**src/rtl/sum_window_avg_pkg.sv**
```systemverilog
// Shared constants for the adder output stream and its window averager.
// sum_width() is the single source of truth for the accumulator width.
package sum_window_avg_pkg;

    localparam int DEFAULT_WIDTH      = 6;
    localparam int DEFAULT_DEPTH_LOG2 = 3;

    function automatic int sum_width(input int width, input int depth_log2);
        return width + depth_log2;
    endfunction

endpackage

```
**src/rtl/sum_window_avg_sample_ring.sv**
```systemverilog
// Circular buffer of the last 2**DEPTH_LOG2 samples. The entry about to be
// overwritten is presented combinationally so the caller can subtract it.
module sample_ring
    import sum_window_avg_pkg::*;
#(
    parameter int WIDTH      = DEFAULT_WIDTH,
    parameter int DEPTH_LOG2 = DEFAULT_DEPTH_LOG2
) (
    input  logic             clk,
    input  logic             rst_n,
    input  logic             wr_en_i,
    input  logic             clear_i,
    input  logic [WIDTH-1:0] wr_data_i,
    output logic [WIDTH-1:0] evict_o
);

    localparam int N = 1 << DEPTH_LOG2;

    logic [WIDTH-1:0]      ring_q [N];
    logic [DEPTH_LOG2-1:0] wr_ptr_q;

    assign evict_o = ring_q[wr_ptr_q];

    // Pointer wraps N-1 -> 0 through natural overflow of its DEPTH_LOG2 bits.
    always_ff @(posedge clk or negedge rst_n) begin
        if (!rst_n) begin
            wr_ptr_q <= '0;
            for (int i = 0; i < N; i++) begin
                ring_q[i] <= '0;
            end
        end else if (clear_i) begin
            wr_ptr_q <= '0;
            for (int i = 0; i < N; i++) begin
                ring_q[i] <= '0;
            end
        end else if (wr_en_i) begin
            ring_q[wr_ptr_q] <= wr_data_i;
            wr_ptr_q         <= wr_ptr_q + 1'b1;
        end
    end

endmodule

```
**src/rtl/sum_window_avg.sv**
```systemverilog
// Sliding-window sum and average over the last 2**DEPTH_LOG2 accepted samples.
// The window state is implicit: FILLING while count < N, FULL once it saturates.
module sum_window_avg
    import sum_window_avg_pkg::*;
#(
    parameter int WIDTH      = DEFAULT_WIDTH,
    parameter int DEPTH_LOG2 = DEFAULT_DEPTH_LOG2
) (
    input  logic                                  clk,
    input  logic                                  rst_n,
    input  logic                                  in_valid,
    input  logic [WIDTH-1:0]                      in_data,
    input  logic                                  clear,
    output logic                                  out_valid,
    output logic [sum_width(WIDTH,DEPTH_LOG2)-1:0] out_sum,
    output logic [WIDTH-1:0]                      out_avg,
    output logic                                  filled
);

    localparam int SW    = sum_width(WIDTH, DEPTH_LOG2);
    localparam int N     = 1 << DEPTH_LOG2;
    localparam int CNT_W = DEPTH_LOG2 + 1;

    logic             accept;
    logic [WIDTH-1:0] oldest;

    logic [SW-1:0]    sum_q, sum_d;
    logic [CNT_W-1:0] count_q, count_d;
    logic             filled_q, filled_d;
    logic             valid_q;

    // Clear takes priority over a same-cycle sample, which is dropped.
    assign accept = in_valid && !clear;

    sample_ring #(
        .WIDTH      (WIDTH),
        .DEPTH_LOG2 (DEPTH_LOG2)
    ) u_ring (
        .clk       (clk),
        .rst_n     (rst_n),
        .wr_en_i   (accept),
        .clear_i   (clear),
        .wr_data_i (in_data),
        .evict_o   (oldest)
    );

    // Empty slots read zero, so subtracting the evicted entry is correct
    // even while the window is still filling.
    always_comb begin
        sum_d    = sum_q + SW'(in_data) - SW'(oldest);
        count_d  = (count_q == CNT_W'(N)) ? count_q : count_q + 1'b1;
        filled_d = (count_d == CNT_W'(N));
    end

    always_ff @(posedge clk or negedge rst_n) begin
        if (!rst_n) begin
            sum_q    <= '0;
            count_q  <= '0;
            filled_q <= 1'b0;
            valid_q  <= 1'b0;
        end else if (clear) begin
            sum_q    <= '0;
            count_q  <= '0;
            filled_q <= 1'b0;
            valid_q  <= 1'b0;
        end else if (accept) begin
            sum_q    <= sum_d;
            count_q  <= count_d;
            filled_q <= filled_d;
            valid_q  <= 1'b1;
        end else begin
            valid_q  <= 1'b0;
        end
    end

    assign out_valid = valid_q;
    assign out_sum   = sum_q;
    assign out_avg   = sum_q[SW-1:DEPTH_LOG2];
    assign filled    = filled_q;

endmodule

```
**config.mk**
```make
export PLATFORM = sky130hd
export DESIGN_NAME = sum_window_avg
export DESIGN_NICKNAME = d
export VERILOG_FILES = /design/src/rtl/sum_window_avg_pkg.sv /design/src/rtl/sum_window_avg_sample_ring.sv /design/src/rtl/sum_window_avg.sv
export SDC_FILE = /design/constraint.sdc
export NUM_CORES = 1
export LEC_CHECK = 0
export ABC_AREA = 1
export BUFFER_PORTS_ARGS = -buffer_cell sky130_fd_sc_hd__buf_2
export CORE_ASPECT_RATIO = 0.9
export CORE_MARGIN = 2
export CORE_UTILIZATION = 60
export CTS_BUF_LIST = sky130_fd_sc_hd__clkbuf_16
export DETAILED_ROUTE_END_ITERATION = 8
export GPL_ROUTABILITY_DRIVEN = 0
export GPL_TIMING_DRIVEN = 0
export PLACE_DENSITY = 0.79
export SYNTH_ARGS = -nofsm -noshare
export SYNTH_HDL_FRONTEND = slang
export SYNTH_SLANG_ARGS = --single-unit
```
**constraint.sdc**
```tcl
create_clock -name clk -period 3 [get_ports clk]
set_input_delay 0.3 -clock clk [delete_from_list [all_inputs] [get_ports clk]]
set_output_delay 0.3 -clock clk [all_outputs]
set_load 0.05 [all_outputs]
```
-- Word-level counts from Yosys, hierarchy flattened
Index checks and enable logic that the tools add are counted.
- word-level logic and storage cells: 45
- bits in registers: 66
- eq/ne operators: 2
- reduce and logical (&&, ||, !) cells: 4
- add/sub/neg operators: 4
- mux-type cells: 19
- $lt $le $gt $ge: 2
- bitwise gates (word level): 1
- operators with widths (operator ; count):
    2-to-1 mux 48 bit ; 2
    bitwise mux 48 bit ; 1
    binary-select mux 6 bit (select 3 bit) ; 1
    demux 6 bit (select 3 bit) ; 1
    2-to-1 mux 6 bit ; 3
    2-to-1 mux 9 bit ; 2
    2-to-1 mux 4 bit ; 3
    adder 9 x 6 -> 9 bit ; 1
    subtractor 9 x 6 -> 9 bit ; 1
    equality test 4 bit (second input constant) ; 2
    2-to-1 mux 3 bit ; 2
    adder 4 x 1 -> 4 bit (second input constant) ; 1
    greater-or-equal comparator 4 bit (second input constant) ; 1
    less-than comparator 4 x 1 -> 1 bit (second input constant) ; 1
    2-to-1 mux 1 bit ; 4
    inverter 3 -> 4 bit ; 1
    adder 3 x 1 -> 3 bit (second input constant) ; 1
    logical AND 1 bit ; 2
    nonzero test 2 bit ; 1
    logical NOT 1 bit ; 1

-- Longest topological paths before layout
Gate-level depths: netlist (run 1).
- depth in word-level cells: 8
- depth in mapped cells: 20

-- By module
Synthesis (run 1) repeated with hierarchy kept, for this count alone.
- cells, all modules: 487
- area total of the unflattened synthesis: 3792.4 um^2
- by module, submodules not included (module ; area each (um^2) ; seq. area each (um^2) ; instances ; cells each):
    sample_ring ; 2498.6 ; 1276.2 ; 1 ; 318
    sum_window_avg ; 1293.7 ; 375.4 ; 1 ; 169

-- Least setup slack after synthesis (run 1)
Ideal clock, no wire load.
- path type: register to register
- start: reg u_ring.wr_ptr_q[0]
- end: reg sum_q[8] (netlist: out_sum[8])
- data required time: 2.882 ns
- slack: 0.348 ns
- buffers on the path: 2
- data arrival time: 2.534 ns
- stages on the path, launching flop included: 18
- cell sequence: dfrtp_1 buf_4 buf_2 nand2_1 o21ai_0 nand2_1 a21oi_1 or2_1 fa_1 fa_1 inv_1 nand3_1 nand2_1 nand2_1 nand2_1 nand2_1 nand3_1 nand2_1
- cells in the longest elaborated chain, start to end: 7
- ends and longest elaborated chain (item ; RTL line ; RTL):
    start: declaration ; sum_window_avg_sample_ring.sv:20 ; logic [DEPTH_LOG2-1:0] wr_ptr_q;
    start signal: assignment ; sum_window_avg_sample_ring.sv:38 ; wr_ptr_q <= wr_ptr_q + 1'b1;
    inverter 3 -> 4 bit (not written as such) ; sum_window_avg_sample_ring.sv:22 ; assign evict_o = ring_q[wr_ptr_q];
    binary-select mux 6 bit (select 3 bit) ; sum_window_avg_sample_ring.sv:22 ;
    2-to-1 mux 6 bit (not written as such) (2 in series) ; sum_window_avg_sample_ring.sv:22 ;
    subtractor 9 x 6 -> 9 bit ; sum_window_avg.sv:50 ; sum_d = sum_q + SW'(in_data) - SW'(oldest);
    2-to-1 mux 9 bit ; sum_window_avg.sv:66 ; end else if (accept) begin
    2-to-1 mux 9 bit ; sum_window_avg.sv:61 ; end else if (clear) begin
    end signal: assignment ; sum_window_avg.sv:67 ; sum_q <= sum_d;
    end: declaration ; sum_window_avg.sv:27 ; logic [SW-1:0] sum_q, sum_d;
Every way passes these cells. The select of a mux whose other input is x is not followed.
A chain may end at the register's enable or synchronous reset.

-- Worst setup path in the final report (run 1)
- start: reg u_ring.wr_ptr_q[0]
- end: reg sum_q[6] (netlist: out_sum[6])
The elaborated chain is that of the path after synthesis.

==> results.py, run 1 <==
metrics = {
    "detailed_routing": {
        "avgViaCountPerCell": 5.69,
        "drt-pass1-iter-count": 5,
        "route.detailed.drc": 0,
        "vias": 3130,
        "ant_nets": 0,
        "wl_um": 8850,
        "wl_per_cell_um": 16.1,
        "drt_iter0_markers": 164,
    },
    "sta": {
        "worstMarginPinSlew_ns": 0.812,
        "max-slew-margin-rel_pct": 45.8,
        "hold_viol_final": 0,
        "skew_ns": 0.00612,
        "finalMaxSlewViolations": 0,
        "finalCritPeriodShare_pct": 97.6,
        "setup_viol": 0,
        "min_period_ns": 2.93,
        "timing.fmax_mhz": 341,
        "hold-worst-slack_ns": 0.0575,
        "grt_setup_unrepaired": "yes",
    },
    "clock_network": {
        "clock-root-buffer": "clkbuf_16",
        "clk_pin_slew_ns": 0.06,
        "clk_latency_ns": 0.33,
        "cts.sinks": 66,
        "htreeDepth": 3,
        "cts_tree": "built",
        "numCtsBuffers": 9,
        "holdBufCountCts": 0,
        "cts_buffer_depth": 2,
    },
    "pwr": {
        "leakagePower_nw": 2.09,
        "ir_drop_mv": 0.747,
        "power_density_nw_per_um2": 782,
    },
    "floorplan": {
        "fp.dieW_um": 86.4,
        "core_area_um2": 5790,
        "io_pins": 27,
        "start_util_pct": 63.3,
        "die_h_um": 78.1,
        "dieArea_um2": 6750,
        "rows": 26,
    },
    "finish": {
        "final_layout_size_suffix_gt1_share_pct": 18.8,
        "fin_util_pct": 74.3,
        "syn2layout_area_growth_pct": 17.4,
        "nets": 503,
        "antenna-diode-count": 0,
        "instances_no_fill": 550,
    },
    "setup_path": {
        "cp_max_fo": 10,
        "endpoint_kind": "register",
        "cp-start-kind": "register",
        "critPathRequiredTime_ns": 3.22,
        "arrival_ns": 3.15,
        "critical_path_class": "register to register",
    },
    "grt": {
        "grt.overflow.total": 0,
        "antenna_found_initial": 0,
        "grt_use_total_pct": 27.1,
        "grt_max_degree": 67,
        "grt_pass1_vias": 3025,
        "grt_pass1_wl_um": 14200,
    },
    "yosys": {
        "synthCells": 433,
        "syn_nets": 461,
        "synth_cell_types": 27,
        "ys_ff_latch": 66,
        "yosys_warnings": 0,
        "syn_area_um2": 3660,
        "syn-mean-instance-area_um2": 8.46,
        "synth_seq_area_share_pct": 45.1,
    },
    "place": {
        "port_buffers": 25,
        "dp_hpwl_um": 5760,
        "dpl.cell_count": 528,
    },
    "run": {
        "maxCapViolCount": 0,
    },
    "run_status": {
        "status": "complete, no violations",
    },
    "min_path": {
        "hold_path.class": "input pin to async pin",
    },
}
[what timing repair did]
| action | in CTS | in global routing |
|---|---|---|
| endpoints found under the setup margin | 0 | 5 |
| endpoints found under the hold margin | 0 | 0 |
| resized for setup | 0 | 16 |
| setup buffers | 0 | 6 |
[where the power goes]
group          internal [W]  switching (W)
Sequential         0.000950      0.0000467
Combinational      0.000404       0.000846
Clock              0.000725       0.000393
[area by class of cell]
cell class | instances | area, um^2
clock buffer | 9 | 225
sequential | 66 | 1650
fill | 433 | 1490
timing repair buffer | 31 | 173
clock inverter | 7 | 92.6
multi-input combinational | 260 | 1580
tap | 70 | 87.6
inverter | 89 | 339
buffer | 18 | 153
[cell usage after synthesis]
cell	instances	area share, %
nand4_1	6	1.0
clkinv_1	1	0.10
nand2_2	2	0.34
o21ai_1	4	0.55
a21oi_1	9	1.2
nor2_1	17	1.7
nand3_1	31	4.2
nand2_1	77	7.9
buf_2	3	0.41
xnor2_1	1	0.24
fa_1	6	3.3
a22oi_1	1	0.20
nand3b_1	1	0.20
dfrtp_1	66	45
nor3_4	1	0.44
o22ai_1	54	9.2
o21ai_0	23	3.1
buf_6	5	1.5
nand3_2	10	2.7
inv_2	4	0.41
ha_1	12	4.1
inv_1	82	8.4
xor2_1	2	0.48
or2_1	2	0.34
buf_4	10	2.0
nor2_4	1	0.31
inv_4	2	0.34
[layer usage]
layer | wire length, um | vias to the layer above | global-route usage [%] | part of all wire [%]
li1 | - | 1516 | - | -
met1 | 3990 | 1492 | 38.2 | 45
met2 | 4180 | 107 | 42.0 | 47
met3 | 524 | 15 | 5.99 | 5.9
met4 | 148 | 0 | 8.75 | 1.7
met5 | 0 | - | 0 | 0
[final timing paths]
| check | slack [ns] | from | end | depth (start not counted) |
|---|---|---|---|---|
| max reg2reg | 0.07 | u_ring.wr_ptr_q[0]$_DFFE_PN0P_ | out_sum[6]$_DFFE_PN0P_ | 20 |
| min reg2reg | 0.49 | filled$_DFFE_PN0P_ | filled$_DFFE_PN0P_ | 2 |
| max in group asynchronous | 2.41 | rst_n | out_sum[8]$_DFFE_PN0P_ | 1 |
| min | 0.06 | rst_n | u_ring.ring_q[30]$_DFFE_PN0P_ | 1 |
| min in group clk | 0.32 | clear | out_sum[7]$_DFFE_PN0P_ | 4 |
| max | 0.07 | u_ring.wr_ptr_q[0]$_DFFE_PN0P_ | out_sum[6]$_DFFE_PN0P_ | 20 |
[layout by cell type (no fill, tap or decap), drive strengths merged]
master / count
inv: 89
buf: 49
o21ai: 27
bufinv: 2
clkinv: 4
ha: 12
clkbuf: 9
a21oi: 9
nor3: 1
nand4: 6
xnor2: 1
or2: 2
nor2: 18
dfrtp: 66
nand2: 79
o22ai: 54
nand3b: 1
nand3: 41
fa: 6
clkinvlp: 1
a22oi: 1
xor2: 2
[state kept, by name, summed over array words and instances, names as in the netlist]
register,count
filled,1
u_ring.ring_q,48
out_sum,9
u_ring.wr_ptr_q,3
count_q,4
out_valid,1
[per-stage QoR]
stage,setup WS (ns),TNS (ns),cell area [um^2],total power [W]
2_1_floorplan,0.348,0,3660,0.00193
3_5_place_dp,0.0873,0,3880,0.00217
6_report,0.0714,0,4300,0.00337
4_1_cts,0.0543,0,4200,0.00330
3_3_place_gp,0.0989,0,3880,0.00214
5_1_grt,-0.136,-0.413,4300,0.00356
[worst max-delay path: stages (launching register included)]
cell	delay (ns)
dfrtp_1	0.39
buf_6	0.14
buf_4	0.17
nand2_1	0.09
o21ai_0	0.13
nand2_1	0.09
a21oi_1	0.05
or2_1	0.22
ha_1	0.28
inv_1	0.06
ha_2	0.18
inv_1	0.06
fa_2	0.38
inv_2	0.07
nand3_1	0.08
nand2_2	0.11
nand2_1	0.08
nand2_1	0.06
nand2_1	0.04
nand3_1	0.07
nand2_1	0.06
[cells by family after synthesis]
family	share of synthesized area, %
and+or+nand+nor	19.3
adders and majority gates	7.37
xor gates and xnor gates	0.717
AOI/OAI and AO/OA	14.3
buffers and inverters	13.2
DFF	45.1
(Power assumes the default switching activity.)
==> run 2: changes to the inputs <==
- CAP_MARGIN: default -> 25
- CTS_BUF_LIST: sky130_fd_sc_hd__clkbuf_16 -> default
==> results.py, run 2 (synthesis results as in run 1) <==
metrics = {
    "place": {
        "pre_cts_ws_ns": 0.0873,
        "dp_hpwl_um": 5760,
        "port_buffers": 25,
    },
    "grt": {
        "grt_max_degree": 67,
        "antenna_found_initial": 0,
        "grt_pass1_wl_um": 13700,
        "grt_use_total_pct": 26.1,
        "grt.overflow.total": 0,
        "grt_pass1_vias": 2919,
    },
    "sta": {
        "timing.fmax_mhz": 347,
        "setup_viol": 0,
        "max-slew-margin-rel_pct": 44.8,
        "finalMaxSlewViolations": 0,
        "min_period_ns": 2.88,
        "finalCritPeriodShare_pct": 96.0,
        "setup_slack_ns": 0.120,
        "hold_viol_final": 0,
        "skew_ns": 0.0110,
        "worstMarginPinSlew_ns": 0.828,
    },
    "floorplan": {
        "fp.dieW_um": 86.4,
        "io_pins": 27,
        "start_util_pct": 63.3,
        "die_h_um": 78.1,
        "rows": 26,
        "core_area_um2": 5790,
        "dieArea_um2": 6750,
    },
    "finish": {
        "final_common_cell": "inv_1",
        "nets": 502,
        "final_layout_size_suffix_gt1_share_pct": 19.2,
        "regMostFlops": "u_ring.ring_q",
        "largest_reg_flops": 48,
        "antenna-diode-count": 0,
        "syn2layout_area_growth_pct": 14.9,
        "layout_common_cells": "inv_1, nand2_1, dfrtp_1, o22ai_1, nand3_1",
        "fin_util_pct": 72.7,
    },
    "setup_path": {
        "endpoint_kind": "register",
        "cp_max_fo": 10,
        "r2r_setup_slack_ns": 0.12,
        "critical_path_class": "register to register",
        "arrival_ns": 3.12,
        "critPathRequiredTime_ns": 3.24,
        "cp-start-kind": "register",
    },
    "pwr": {
        "pwr-share-clk_pct": 28.5,
        "pwr-share-seq_pct": 32.2,
        "leakagePower_nw": 2.05,
        "p_sw_share_pct": 40.0,
        "switching_power_w": 0.00124,
        "power_density_nw_per_um2": 734,
        "power_frac_comb_pct": 39.3,
        "internal-power_w": 0.00185,
        "ir_drop_mv": 0.744,
    },
    "clock_network": {
        "numCtsBuffers": 9,
        "clock-root-buffer": "clkbuf_8",
        "cts.sinks": 66,
        "htreeDepth": 3,
        "clk_latency_ns": 0.35,
        "clk_pin_slew_ns": 0.08,
        "holdBufCountCts": 0,
        "cts_tree": "built",
        "cts_buffer_depth": 2,
    },
    "detailed_routing": {
        "route.detailed.drc": 0,
        "vias": 3067,
        "drt_iter0_markers": 163,
        "ant_nets": 0,
        "wl_um": 8350,
        "wl_per_cell_um": 15.2,
        "avgViaCountPerCell": 5.59,
        "drt-pass1-iter-count": 5,
    },
    "min_path": {
        "hold_path.class": "input pin to async pin",
    },
    "run_status": {
        "status": "complete, no violations",
    },
    "run": {
        "maxCapViolCount": 0,
    },
}
run 2: changes by cell type in the layout (fill, tap and decap cells not counted), moves of 2 or more:
| cell | before | now |
|---|---|---|
| clkbuf_16 | 9 | 0 |
| clkbuf_8 | 0 | 11 |
| clkinv_1 | 3 | 1 |
| nand2_1 | 75 | 73 |
| nand2_2 | 4 | 6 |
run 2: critical path, cell delays in order, from the launching register on:
cell	delay [ns]
dfrtp_1	0.40
buf_6	0.14
buf_4	0.16
nand2_1	0.05
o21ai_0	0.08
nand2_1	0.09
a21oi_1	0.07
or2_1	0.24
ha_1	0.27
inv_1	0.07
ha_2	0.18
inv_1	0.06
fa_2	0.38
inv_2	0.07
nand3_1	0.08
nand2_2	0.12
nand2_2	0.06
nand2_1	0.06
nand2_1	0.04
nand3_1	0.06
nand2_1	0.05
run 2: timing repair:
action | CTS | global route
buffers inserted | 0 | 5
gates resized for setup | 0 | 16
setup endpoints to repair | 0 | 5
run 2: stage by stage:
stage / std cells / hold WS, ns / setup TNS [ns] / area [um^2] / power, W
after floorplan: 433 / 0.00441 / 0 / 3660 / 0.00193
after detailed placement: 528 / 0.446 / 0 / 3880 / 0.00217
final: 549 / 0.0342 / 0 / 4210 / 0.00309
after CTS: 544 / 0.0705 / 0 / 4120 / 0.00305
after global routing: 549 / 0.108 / -0.0887 / 4210 / 0.00328
after global placement: 528 / 0.480 / 0 / 3880 / 0.00214
run 2: path summary, 6_finish.rpt:
path	start	cells after the start	end
worst max-delay path	u_ring.wr_ptr_q[0]$_DFFE_PN0P_	20	out_sum[6]$_DFFE_PN0P_
worst min-delay path	rst_n	1	u_ring.ring_q[30]$_DFFE_PN0P_
worst max register to register	u_ring.wr_ptr_q[0]$_DFFE_PN0P_	20	out_sum[6]$_DFFE_PN0P_
worst min register to register	filled$_DFFE_PN0P_	2	filled$_DFFE_PN0P_
max in group asynchronous	rst_n	1	u_ring.ring_q[5]$_DFFE_PN0P_
min in group clk	clear	4	out_sum[7]$_DFFE_PN0P_
run 2: power by group through the flow:
stage               Combinational [W]  Sequential [W]  Clock [W]
finish                        0.00122        0.000995   0.000880
global route                  0.00136         0.00101   0.000922
CTS                           0.00117        0.000995   0.000880
detailed placement            0.00116         0.00101          0
global placement              0.00113         0.00101          0
floorplan                    0.000773         0.00116          0
run 2: layout make-up:
| cell class | instances | area [um^2] |
|---|---|---|
| inverters | 89 | 339 |
| well taps | 70 | 87.6 |
| repair buffers | 30 | 165 |
| flip-flops and latches | 66 | 1650 |
| plain buffers | 18 | 153 |
| multi-input cells | 260 | 1580 |
| clock inverters | 5 | 85.1 |
| clock buffers | 11 | 151 |
| fillers | 451 | 1580 |
run 2: layer usage:
| layer | vias up | track usage, % | wire (um) | part of all wire, % |
|---|---|---|---|---|
| met5 | - | 0 | 0 | 0 |
| met4 | 0 | 7.66 | 98 | 1.2 |
| met3 | 9 | 5.78 | 444 | 5.3 |
| met2 | 104 | 39.4 | 3820 | 46 |
| met1 | 1446 | 38.1 | 3990 | 48 |
| li1 | 1508 | - | - | - |
